**src/rtl/muldiv_unit_pkg.sv**
```systemverilog
// Shared ALU op encoding plus the M-extension execute unit state machine encoding.
// Imported by the ALU control decoder and the multiply/divide unit.
package all_pkgs;

  typedef enum logic [4:0] {
    ALU_ADD    = 5'd0,
    ALU_SUB    = 5'd1,
    ALU_AND    = 5'd2,
    ALU_OR     = 5'd3,
    ALU_XOR    = 5'd4,
    ALU_SLT    = 5'd5,
    ALU_SLTU   = 5'd6,
    ALU_SLL    = 5'd7,
    ALU_SRL    = 5'd8,
    ALU_SRA    = 5'd9,
    ALU_MUL    = 5'd10,
    ALU_MULH   = 5'd11,
    ALU_MULHSU = 5'd12,
    ALU_MULHU  = 5'd13,
    ALU_DIV    = 5'd14,
    ALU_DIVU   = 5'd15,
    ALU_REM    = 5'd16,
    ALU_REMU   = 5'd17
  } ALU_OP;

  typedef enum logic [2:0] {
    IDLE = 3'd0,
    MUL  = 3'd1,
    DIV  = 3'd2,
    FIX  = 3'd3,
    DONE = 3'd4
  } muldiv_state_e;

  function automatic logic is_muldiv_op(input ALU_OP op);
    logic r;
    case (op)
      ALU_MUL, ALU_MULH, ALU_MULHSU, ALU_MULHU,
      ALU_DIV, ALU_DIVU, ALU_REM, ALU_REMU: r = 1'b1;
      default:                              r = 1'b0;
    endcase
    return r;
  endfunction

  function automatic logic is_mul_op(input ALU_OP op);
    logic r;
    case (op)
      ALU_MUL, ALU_MULH, ALU_MULHSU, ALU_MULHU: r = 1'b1;
      default:                                 r = 1'b0;
    endcase
    return r;
  endfunction

endpackage

```
**src/rtl/muldiv_unit_if.sv**
```systemverilog
// Request/response bundle between the execute stage and the multiply/divide unit.
interface muldiv_unit_if #(
  parameter int XLEN = 32
);
  import all_pkgs::*;

  logic            start_i;
  ALU_OP           op_i;
  logic [XLEN-1:0] a_i;
  logic [XLEN-1:0] b_i;
  logic            flush_i;
  logic            busy_o;
  logic            done_o;
  logic [XLEN-1:0] result_o;
  logic            div_by_zero_o;

  modport master (
    output start_i, op_i, a_i, b_i, flush_i,
    input  busy_o, done_o, result_o, div_by_zero_o
  );

  modport slave (
    input  start_i, op_i, a_i, b_i, flush_i,
    output busy_o, done_o, result_o, div_by_zero_o
  );

endinterface

```
**src/rtl/muldiv_unit_div_iter.sv**
```systemverilog
// Radix-2 restoring divider on unsigned magnitudes: one quotient bit per step.
// The dividend shifts out of the quotient register as quotient bits shift in.
module div_iter #(
  parameter int XLEN = 32
) (
  input  logic            clk,
  input  logic            rst_n,
  input  logic            load,
  input  logic [XLEN-1:0] dividend,
  input  logic [XLEN-1:0] divisor,
  input  logic            step,
  output logic [XLEN-1:0] quotient,
  output logic [XLEN-1:0] remainder
);

  logic [XLEN-1:0] quo_r;
  logic [XLEN-1:0] rem_r;
  logic [XLEN-1:0] dvs_r;
  logic [XLEN:0]   shift_s;
  logic [XLEN-1:0] diff_s;
  logic            fits_s;

  // Trial subtraction; the partial remainder stays below the divisor so XLEN bits of the difference suffice
  always_comb begin
    shift_s = {rem_r, quo_r[XLEN-1]};
    fits_s  = (shift_s >= {1'b0, dvs_r});
    diff_s  = shift_s[XLEN-1:0] - dvs_r;
  end

  // Load operands, then restore or keep the partial remainder on each step
  always_ff @(posedge clk) begin
    if (!rst_n) begin
      quo_r <= {XLEN{1'b0}};
      rem_r <= {XLEN{1'b0}};
      dvs_r <= {XLEN{1'b0}};
    end else if (load) begin
      quo_r <= dividend;
      rem_r <= {XLEN{1'b0}};
      dvs_r <= divisor;
    end else if (step) begin
      if (fits_s) begin
        rem_r <= diff_s;
        quo_r <= {quo_r[XLEN-2:0], 1'b1};
      end else begin
        rem_r <= shift_s[XLEN-1:0];
        quo_r <= {quo_r[XLEN-2:0], 1'b0};
      end
    end
  end

  assign quotient  = quo_r;
  assign remainder = rem_r;

endmodule

```
**src/rtl/muldiv_unit.sv**
```systemverilog
// Multi-cycle RV32M/RV64M execute unit: pipelined multiplier plus iterative divider,
// sequenced by a small FSM that holds the pipeline through busy_o.
module muldiv_unit
  import all_pkgs::*;
#(
  parameter int XLEN        = 32,
  parameter int MUL_LATENCY = 2
) (
  input logic          clk,
  input logic          rst_n,
  muldiv_unit_if.slave mif
);

  localparam int CW = $clog2(XLEN) + 1;
  localparam int PW = 2 * XLEN + 2;

  muldiv_state_e   state_r;
  ALU_OP           op_r;
  logic [CW-1:0]   cnt_r;
  logic            special_r, neg_q_r, neg_r_r, rem_sel_r, dbz_r, dbz_out_r;
  logic [XLEN-1:0] spec_res_r, result_r;

  logic              accept_s, is_mul_s, is_rem_s, signed_div_s;
  logic              a_neg_s, b_neg_s, zero_s, ovf_s, special_s, mul_hi_s;
  logic [XLEN-1:0]   a_mag_s, b_mag_s, spec_res_s, mul_res_s;
  logic [XLEN-1:0]   quo_s, rem_s, quo_fix_s, rem_fix_s;
  logic signed [XLEN:0]   a_ext_s, b_ext_s;
  logic signed [PW-1:0]   prod_s;
  logic [PW-1:0]     mul_tap_s;
  logic              unused_s;

  // Request decode, divide special cases and the multiplier front end
  always_comb begin
    accept_s     = mif.start_i && (state_r == IDLE) && is_muldiv_op(mif.op_i) && !mif.flush_i;
    is_mul_s     = is_mul_op(mif.op_i);
    is_rem_s     = (mif.op_i == ALU_REM) || (mif.op_i == ALU_REMU);
    signed_div_s = (mif.op_i == ALU_DIV) || (mif.op_i == ALU_REM);
    a_neg_s      = signed_div_s && mif.a_i[XLEN-1];
    b_neg_s      = signed_div_s && mif.b_i[XLEN-1];
    a_mag_s      = a_neg_s ? -mif.a_i : mif.a_i;
    b_mag_s      = b_neg_s ? -mif.b_i : mif.b_i;
    zero_s       = (mif.b_i == {XLEN{1'b0}});
    ovf_s        = signed_div_s && (mif.a_i == {1'b1, {(XLEN-1){1'b0}}}) && (mif.b_i == {XLEN{1'b1}});
    special_s    = zero_s || ovf_s;
    if (zero_s) begin
      spec_res_s = is_rem_s ? mif.a_i : {XLEN{1'b1}};
    end else begin
      spec_res_s = is_rem_s ? {XLEN{1'b0}} : mif.a_i;
    end
    a_ext_s = {((mif.op_i == ALU_MULH) || (mif.op_i == ALU_MULHSU)) && mif.a_i[XLEN-1], mif.a_i};
    b_ext_s = {(mif.op_i == ALU_MULH) && mif.b_i[XLEN-1], mif.b_i};
    prod_s  = a_ext_s * b_ext_s;
  end

  generate
    if (MUL_LATENCY > 1) begin : g_pipe
      logic [PW-1:0] pipe_r [MUL_LATENCY-1];
      // Product pipeline; the final stage feeds result_o on the MUL -> DONE edge
      always_ff @(posedge clk) begin
        if (!rst_n) begin
          for (int i = 0; i < MUL_LATENCY - 1; i++) pipe_r[i] <= {PW{1'b0}};
        end else begin
          pipe_r[0] <= prod_s;
          for (int i = 1; i < MUL_LATENCY - 1; i++) pipe_r[i] <= pipe_r[i-1];
        end
      end
      assign mul_tap_s = pipe_r[MUL_LATENCY-2];
    end else begin : g_comb
      assign mul_tap_s = prod_s;
    end
  endgenerate

  // Result selection and sign fix-up of the divider magnitudes
  always_comb begin
    mul_hi_s  = (MUL_LATENCY == 1) ? (mif.op_i != ALU_MUL) : (op_r != ALU_MUL);
    mul_res_s = mul_hi_s ? mul_tap_s[2*XLEN-1:XLEN] : mul_tap_s[XLEN-1:0];
    quo_fix_s = neg_q_r ? -quo_s : quo_s;
    rem_fix_s = neg_r_r ? -rem_s : rem_s;
    unused_s  = ^mul_tap_s[PW-1:2*XLEN];
  end

  div_iter #(.XLEN(XLEN)) u_div_iter (
    .clk       (clk),
    .rst_n     (rst_n),
    .load      (accept_s && !is_mul_s && !special_s),
    .dividend  (a_mag_s),
    .divisor   (b_mag_s),
    .step      (state_r == DIV),
    .quotient  (quo_s),
    .remainder (rem_s)
  );

  // Sequencing FSM and registered outputs
  always_ff @(posedge clk) begin
    if (!rst_n) begin
      state_r    <= IDLE;
      op_r       <= ALU_ADD;
      cnt_r      <= {CW{1'b0}};
      special_r  <= 1'b0;
      neg_q_r    <= 1'b0;
      neg_r_r    <= 1'b0;
      rem_sel_r  <= 1'b0;
      dbz_r      <= 1'b0;
      dbz_out_r  <= 1'b0;
      spec_res_r <= {XLEN{1'b0}};
      result_r   <= {XLEN{1'b0}};
    end else begin
      case (state_r)
        IDLE: begin
          if (accept_s) begin
            op_r       <= mif.op_i;
            special_r  <= special_s;
            spec_res_r <= spec_res_s;
            rem_sel_r  <= is_rem_s;
            neg_q_r    <= (mif.op_i == ALU_DIV) && (a_neg_s != b_neg_s);
            neg_r_r    <= (mif.op_i == ALU_REM) && a_neg_s;
            dbz_r      <= !is_mul_s && zero_s;
            if (is_mul_s) begin
              if (MUL_LATENCY == 1) begin
                state_r  <= DONE;
                result_r <= mul_res_s;
              end else begin
                state_r <= MUL;
                cnt_r   <= CW'(MUL_LATENCY - 2);
              end
            end else if (special_s) begin
              state_r <= FIX;
            end else begin
              state_r <= DIV;
              cnt_r   <= CW'(XLEN - 1);
            end
          end
        end
        MUL: begin
          if (mif.flush_i) begin
            state_r <= IDLE;
          end else if (cnt_r == {CW{1'b0}}) begin
            state_r  <= DONE;
            result_r <= mul_res_s;
          end else begin
            cnt_r <= cnt_r - CW'(1);
          end
        end
        DIV: begin
          if (mif.flush_i) begin
            state_r <= IDLE;
          end else if (cnt_r == {CW{1'b0}}) begin
            state_r <= FIX;
          end else begin
            cnt_r <= cnt_r - CW'(1);
          end
        end
        FIX: begin
          if (mif.flush_i) begin
            state_r <= IDLE;
          end else begin
            state_r   <= DONE;
            dbz_out_r <= dbz_r;
            result_r  <= special_r ? spec_res_r : (rem_sel_r ? rem_fix_s : quo_fix_s);
          end
        end
        DONE: begin
          state_r   <= IDLE;
          dbz_out_r <= 1'b0;
        end
        default: begin
          state_r   <= IDLE;
          dbz_out_r <= 1'b0;
        end
      endcase
    end
  end

  assign mif.busy_o        = accept_s || (state_r == MUL) || (state_r == DIV) || (state_r == FIX);
  assign mif.done_o        = (state_r == DONE);
  assign mif.result_o      = result_r;
  assign mif.div_by_zero_o = dbz_out_r;

endmodule

```
**src/flat_wrapper.sv**
```systemverilog
// flat-port wrapper written by rule: the top's interface ports become plain ports
module muldiv_unit_flat import all_pkgs::*;
#(
  parameter int XLEN        = 32,
  parameter int MUL_LATENCY = 2
)
  (clk, rst_n, mif_start_i, mif_op_i, mif_a_i, mif_b_i, mif_flush_i, mif_busy_o, mif_done_o, mif_result_o, mif_div_by_zero_o);
  muldiv_unit_if #(.XLEN(XLEN)) mif_i ();
  input logic clk;
  input logic rst_n;
  input wire logic [$bits(mif_i.start_i)-1:0] mif_start_i;
  input wire logic [$bits(mif_i.op_i)-1:0] mif_op_i;
  input wire logic [$bits(mif_i.a_i)-1:0] mif_a_i;
  input wire logic [$bits(mif_i.b_i)-1:0] mif_b_i;
  input wire logic [$bits(mif_i.flush_i)-1:0] mif_flush_i;
  output wire logic [$bits(mif_i.busy_o)-1:0] mif_busy_o;
  output wire logic [$bits(mif_i.done_o)-1:0] mif_done_o;
  output wire logic [$bits(mif_i.result_o)-1:0] mif_result_o;
  output wire logic [$bits(mif_i.div_by_zero_o)-1:0] mif_div_by_zero_o;
  assign mif_i.start_i = mif_start_i;
  assign mif_i.op_i = mif_op_i;
  assign mif_i.a_i = mif_a_i;
  assign mif_i.b_i = mif_b_i;
  assign mif_i.flush_i = mif_flush_i;
  assign mif_busy_o = mif_i.busy_o;
  assign mif_done_o = mif_i.done_o;
  assign mif_result_o = mif_i.result_o;
  assign mif_div_by_zero_o = mif_i.div_by_zero_o;
  muldiv_unit #(.XLEN(XLEN), .MUL_LATENCY(MUL_LATENCY)) u_core (.clk(clk), .rst_n(rst_n), .mif(mif_i));
endmodule
```
**config.mk**
```make
export PLATFORM = sky130hd
export DESIGN_NAME = muldiv_unit_flat
export DESIGN_NICKNAME = d
export VERILOG_FILES = /design/src/rtl/muldiv_unit_pkg.sv /design/src/rtl/muldiv_unit_if.sv /design/src/rtl/muldiv_unit_div_iter.sv /design/src/rtl/muldiv_unit.sv /design/src/flat_wrapper.sv
export SDC_FILE = /design/constraint.sdc
export NUM_CORES = 2
export LEC_CHECK = 0
export CAP_MARGIN = 20
export CORE_MARGIN = 2
export CORE_UTILIZATION = 50
export DETAILED_ROUTE_END_ITERATION = 8
export PLACE_DENSITY = 0.69
export SYNTH_ARGS = -nofsm -noshare
export SYNTH_HDL_FRONTEND = slang
export SYNTH_SLANG_ARGS = --single-unit
```
**constraint.sdc**
```tcl
create_clock -name clk -period 10.05 [get_ports clk]
set_input_delay 1.5075 -clock clk [delete_from_list [all_inputs] [get_ports clk]]
set_output_delay 1.5075 -clock clk [all_outputs]
set_load 0.01 [all_outputs]
```
Word level (Yosys, flattened, before mapping). Memory sizes are Yosys's and may differ from the RTL's. Index checks and enable logic that the tools add are counted.

Register bits after elaboration: 180. Word-level logic and storage cells: 130. Bits in read-only memories: 32. Bits of input ports: 73. RAM bits: 66. Output and inout port bits: 35. Memories: 2.

Order comparisons: 1. Add/sub/neg operators: 6. Multipliers: 1. Bitwise logic cells: 2. Equal/unequal tests: 24. Multiplexer cells: 40. Reductions and logical operators: 40.

Memories: u_core.g_pipe.pipe_r (depth 1, width 66, rd ports 1, clocked after memory_dff 0, write ports 1, line muldiv_unit.sv:57) `logic [PW-1:0] pipe_r [MUL_LATENCY-1];`; (no name shown) (depth 32, width 1, rd ports 1, clocked after memory_dff 0, write ports 0, line muldiv_unit_pkg.sv:36) `case (op)`.

Operators by type and width (number): $mux 32 (16); $neg 32->32 (4); $mul 33x33->66 (1); $mux 66 (1); $reduce_or 66->1 (1); $eq 32x32->1 const B (2); $pmux 32 s2 (1); $ge 33x32->1 (1); $logic_not 32->1 (1); $sub 32x32->32 (1); $mux 6 (5); $eq 5x4->1 const B (5); $mux 3 (7); $logic_and 1x1->1 (14); $pmux 3 s4 (1); $pmux 6 s2 (1); $eq 5x5->1 const B (2); $ne 3x2->1 const B (3); $ne 2x2->1 const B (4); $logic_or 1x1->1 (7); $mux 1 (7); $eq 3x2->1 const B (2); $logic_not 6->1 (1); $reduce_bool 2->1 (3); other kinds (17) (23).

Logic depth before layout (Yosys ltp).
Depth in word-level cells: 9. Depth in mapped cells: 34.

Modules after synthesis. A second synthesis with hierarchy kept.

Cell total of the unflattened synthesis: 6234. Area total of the unflattened synthesis: 53242.3 um^2.

By module, submodules not included: muldiv_unit (area an instance 47171.5 um^2, cells each 5470, instances 1, seq. area each 2962.8 um^2); div_iter (area an instance 6070.8 um^2, cells each 764, instances 1, seq. area each 1921.8 um^2).

Least setup slack after synthesis. Ideal clock, no wire load.

Path type: input port to flip-flop. Start point: input mif_op_i[1]. End point: memory u_core.g_pipe.pipe_r[0][63] in the netlist's numbering. Cell stages on the path: 31. Required time: 9.922 ns. Slack: 0.546 ns. Data arrival time: 9.377 ns. Buffers on the path: 2. Path through: clkbuf_1 nor2_1 a21oi_1 nor2_1 and2_1 clkbuf_1 nand2_1 fa_1 fa_1 inv_1 fa_1 inv_1 fa_1 inv_1 fa_1 fa_1 inv_1 fa_1 fa_1 inv_1 ha_1 a21o_1 a21o_1 a21oi_1 nor2b_1 o21ai_0 nand2_1 a21o_1 a221oi_1 xnor2_1 nor2_1.

Word-level cells in the longest chain between the ends: 5. Elaborated cells on any way between the ends: 7. Classes of those cells: mul (1); eq/ne (2); mux (1); reduce/logical (3).

Ends and longest elaborated chain: start, declared (line flat_wrapper.sv:12) `input wire logic [$bits(mif_i.op_i)-1:0] mif_op_i;`; $eq 5x4->1 (on tied branches) (line muldiv_unit.sv:50, muldiv_unit.sv:51); $logic_or 1x1->1 (line muldiv_unit.sv:50) `a_ext_s = {((mif.op_i == ALU_MULH) || (mif.op_i == ALU_MULHSU)) && mif.a_i[XLEN-1], mif.a_i};`; $logic_and 1x1->1 (line muldiv_unit.sv:50); $mul 33x33->66 (*) (line muldiv_unit.sv:52) `prod_s = a_ext_s * b_ext_s;`; $mux 66 (no source line) (*); end, declared (line muldiv_unit.sv:57).

Mark *: on every way between the ends. The rest lies on a longest branch, timed or not.

Worst setup path in the final report.
Start point: input mif_op_i[0]. End point: memory u_core.g_pipe.pipe_r[0][63] in the netlist's numbering.

Same word-level chain as after synthesis.

==> results.env <==
GRT_START_MAX_NET_PINS=76
HALF_PERIMETER_WIRE_LENGTH_AFTER_PLACEMENT_MM=131
FILLCELLCOUNT=9555
POSTSYNTHNETCOUNT=7575
LAYOUT_COMMONEST_CELL='inv_1'
WORST_SETUP_SKEW_AFTER_LAYOUT_NS=0.0265
LAYOUT.CELLS.MOST_COMMON_LIST='1220 x inv_1, 1126 x fa_1, 890 x nand2_1, 343 x and2_1, 292 x nor2_1'
TIMING_MAX_TRANSITION_VIOLATIONS_FINAL=0
HOLDWS_NS=0.455
PLACED_CELL_AREA_UM2=55500
CRITICAL-PATH-MAX-STAGE-DELAY_NS=0.58
WORSTPATHARRIVAL_NS=9.88
MIN_PERIOD_NS=9.45
DRIVE_ABOVE_1_SHARE_PCT=6.34
CLKTRANSATPATHREGS_NS=0.07
CELL_AREA_SYNTH_UM2=52400
SIGNED_AREA_CHANGE_FROM_THE_SYNTHESIZED_NETLIST_TO_THE_FINAL_LAYOUT_PCT=7.86
ROUTE.DETAILED.DRC=0
REGTOREGSETUPSLACK_NS=5.64
TRACK_USAGE_PCT=31.0
BUFFER_PORTS.INSERTED=107
ROUTE.FINAL.WIRE_LENGTH_MM=161
SETUP_REPAIR_AFTER_GLOBAL_ROUTING_MISSED_ITS_MARGIN='no'
DESIGN.CORE.AREA_UM2=104000
DETAILROUTE.VIA_COUNT=42188
WORST-PATH-MAX-FANOUT=11
WORST-R2R-CELL-COUNT=11
SYNTH.DISTINCT_CELLS=77
LAYOUT.CELL_AREA.NON_FILLER_UM2=56500
YS_FF_LATCH=244
MAIN_SYNTH_FF_TYPE='dfxtp_1'
SYNTH.YOSYS.WARNINGS=0
TIMING.CRITICAL_PATH.FROM_TYPE='primary input'
INITIALDRTVIOLATIONCOUNT=3465
DIE_HEIGHT_UM=328
POST_SYNTH_EDFFS=0
AVGSYNTHCELLAREA_UM2=8.55
NUMCTSBUFFERS=27
CRITPATHCAPTURETYPE='flop'
SYNTH-ASYNC-RESET-RATIO_PCT=0
FINALSETUPVIOLATIONS=0
WORSTPATHREQUIRED_NS=10.48
STATUS='completed'
SEQ_AREA_FRAC_SYNTH_PCT=9.33
FINALHOLDVIOLCOUNT=0
GRT_PASS1_WL_MM=257
FMAXACHIEVABLE_MHz=106
FIN_NETS=7565
DIE_W_UM=328
CTS_HTREE_LEVELS=1
MAX_STAGE_DELAY_CELL_WORST_PATH='fa_1'
WIRE_PER_INST_UM=21.4
SLEW_HEADROOM_PCT=27.6
VIA_PER_INST=5.61
WORST_PIN_SLEW_NS=1.08
MAX-CLOCK-PATH-BUFFERS=3
FINAL_MIN_PERIOD_OVER_CLOCK_PERIOD_PCT=94.0
GRT_PASS1_VIAS=44352
INITIAL_UTILIZATION_PCT=50.5
CTS-RESIZED-GATES=0
SYN-INSTANCE-COUNT=6125
DRTPASS1ITERATIONS=6
ANTENNA_FOUND_INITIAL=21
CLOCK_SINKS=244
ANT_NETS=0
CLK_LATENCY_NS=0.57
HOLD_PATH.CLASS='reg -> reg'
DIE_OUTLINE_AREA_UM2=107000
NUMBER_OF_HOLD_REPAIR_BUFFERS_ADDED_AT_THE_CTS_STAGE=0
ROOT_BUFFER='clkbuf_16'
IOPINCOUNT=108
TRITONCTS='yes'
CPMOSTUSEDCELL='fa_1'
ROWS=118
DRV.MAX_CAP_VIOLATION_COUNT=0
GLOBALROUTEOVERFLOWTOTAL=0
PLACE_CONGESTION=0.975
WORST-SETUP-PATH-TYPE='in -> reg'
CTS_SETUP_BUFFERS=0
HOLD_PATH_DEPTH=2
==> path summary, 6_finish.rpt <==
check,startpoint,to
setup / recovery,mif_op_i[0],u_core.g_pipe.pipe_r[0][63]
hold reg to reg,u_core.mif.result_o[13],u_core.mif.result_o[13]
hold / removal,u_core.mif.result_o[13],u_core.mif.result_o[13]
setup reg to reg,u_core.u_div_iter.remainder[10],u_core.u_div_iter.remainder[0]
==> synth_stat cells, types with 7 or more instances <==
library cell / n / area, µm²
inv_1: 1221 / 4580
fa_1: 1126 / 22500
nand2_1: 890 / 3340
and2_1: 343 / 2150
clkbuf_1: 317 / 1190
nor2_1: 295 / 1110
a21oi_1: 260 / 1300
ha_1: 251 / 3140
dfxtp_1: 244 / 4880
o21ai_0: 187 / 936
xnor2_1: 125 / 1090
a211oi_1: 99 / 743
xor2_1: 84 / 736
buf_1: 78 / 293
nor3_1: 69 / 345
a21o_1: 56 / 420
mux2i_1: 42 / 420
o31ai_1: 35 / 263
nand3_1: 34 / 170
a22oi_1: 33 / 248
nand4_1: 29 / 181
nand2b_1: 24 / 150
o21a_1: 23 / 173
and3_1: 20 / 125
a31oi_1: 18 / 113
or4_1: 18 / 135
nor4_1: 17 / 106
o41ai_1: 17 / 149
or3_1: 17 / 106
nor2b_1: 15 / 93.8
o21bai_1: 15 / 113
o211ai_1: 14 / 105
or2_2: 14 / 87.6
buf_2: 8 / 40.0
a2111oi_0: 7 / 61.3
nor3b_1: 7 / 52.6
==> layout make-up <==
type | count | area [µm²] | share of cell area [%]
antenna | 11 | 27.5 | 0.0487
clock buffer | 34 | 722 | 1.28
clock inverter | 14 | 269 | 0.476
inverter | 1221 | 4590 | 8.12
multi-input combinational | 4256 | 41400 | 73.3
sequential | 244 | 4890 | 8.65
tap | 1380 | 1730 | 3.06
timing repair buffer | 365 | 2840 | 5.03
==> registers in the layout, summed over array words and instances, names as in the netlist <==
name,count
u_core.g_pipe.pipe_r,64
u_core.mif.result_o,32
u_core.spec_res_r,32
u_core.u_div_iter.dvs_r,32
u_core.u_div_iter.quotient,32
u_core.u_div_iter.remainder,32
u_core.cnt_r,6
u_core.op_r,5
u_core.state_r,3
u_core.dbz_r,1
u_core.mif.div_by_zero_o,1
u_core.neg_q_r,1
u_core.neg_r_r,1
u_core.rem_sel_r,1
u_core.special_r,1
==> cells by family (layout without fill, tap and decap cells) <==
kind of cell,Yosys count,in the layout,share of synthesized area [%]
and+or+nand+nor,1820,1820,16.1
buffers and inverters,1625,1634,11.7
adders and majority gates,1377,1377,49.0
AOI/OAI and AO/OA,806,806,9.55
DFF,244,244,9.33
xor gates and xnor gates,209,209,3.50
muxes,44,44,0.846
other,0,11,0
==> layer usage <==
metal | wire (µm) | track usage (%) | vias to the layer above
met2 | 74300 | 49.8 | 1771
met4 | 8030 | 13.1 | 6
met5 | 41 | 0 | -
met1 | 65400 | 42.3 | 21466
met3 | 13000 | 4.07 | 357
li1 | - | - | 18588
==> stage by stage <==
stage	TNS [ns]	utilization, %	std cells	setup WS, ns
2_1_floorplan	0	-	6125	0.546
3_3_place_gp	-0.356	53.5	7466	-0.0944
3_5_place_dp	-1.04	53.5	7466	-0.170
4_1_cts	0	54.5	7514	0.374
5_1_grt	0	54.5	7523	0.169
6_report	0	54.5	7525	0.602
==> critical path, delay by kind of cell <==
family / cells / cell delay (ns)
adder cells (fa/ha/maj): 9 / 4.12
AND/OR/NAND/NOR: 9 / 1.62
buffers and inverters: 9 / 1.23
AO/OA/AOI/OAI: 6 / 1.23
XOR/XNOR: 1 / 0.16
Power is not shown: default switching activity piles up to over one toggle a cycle in this logic, so the estimate is an artifact.
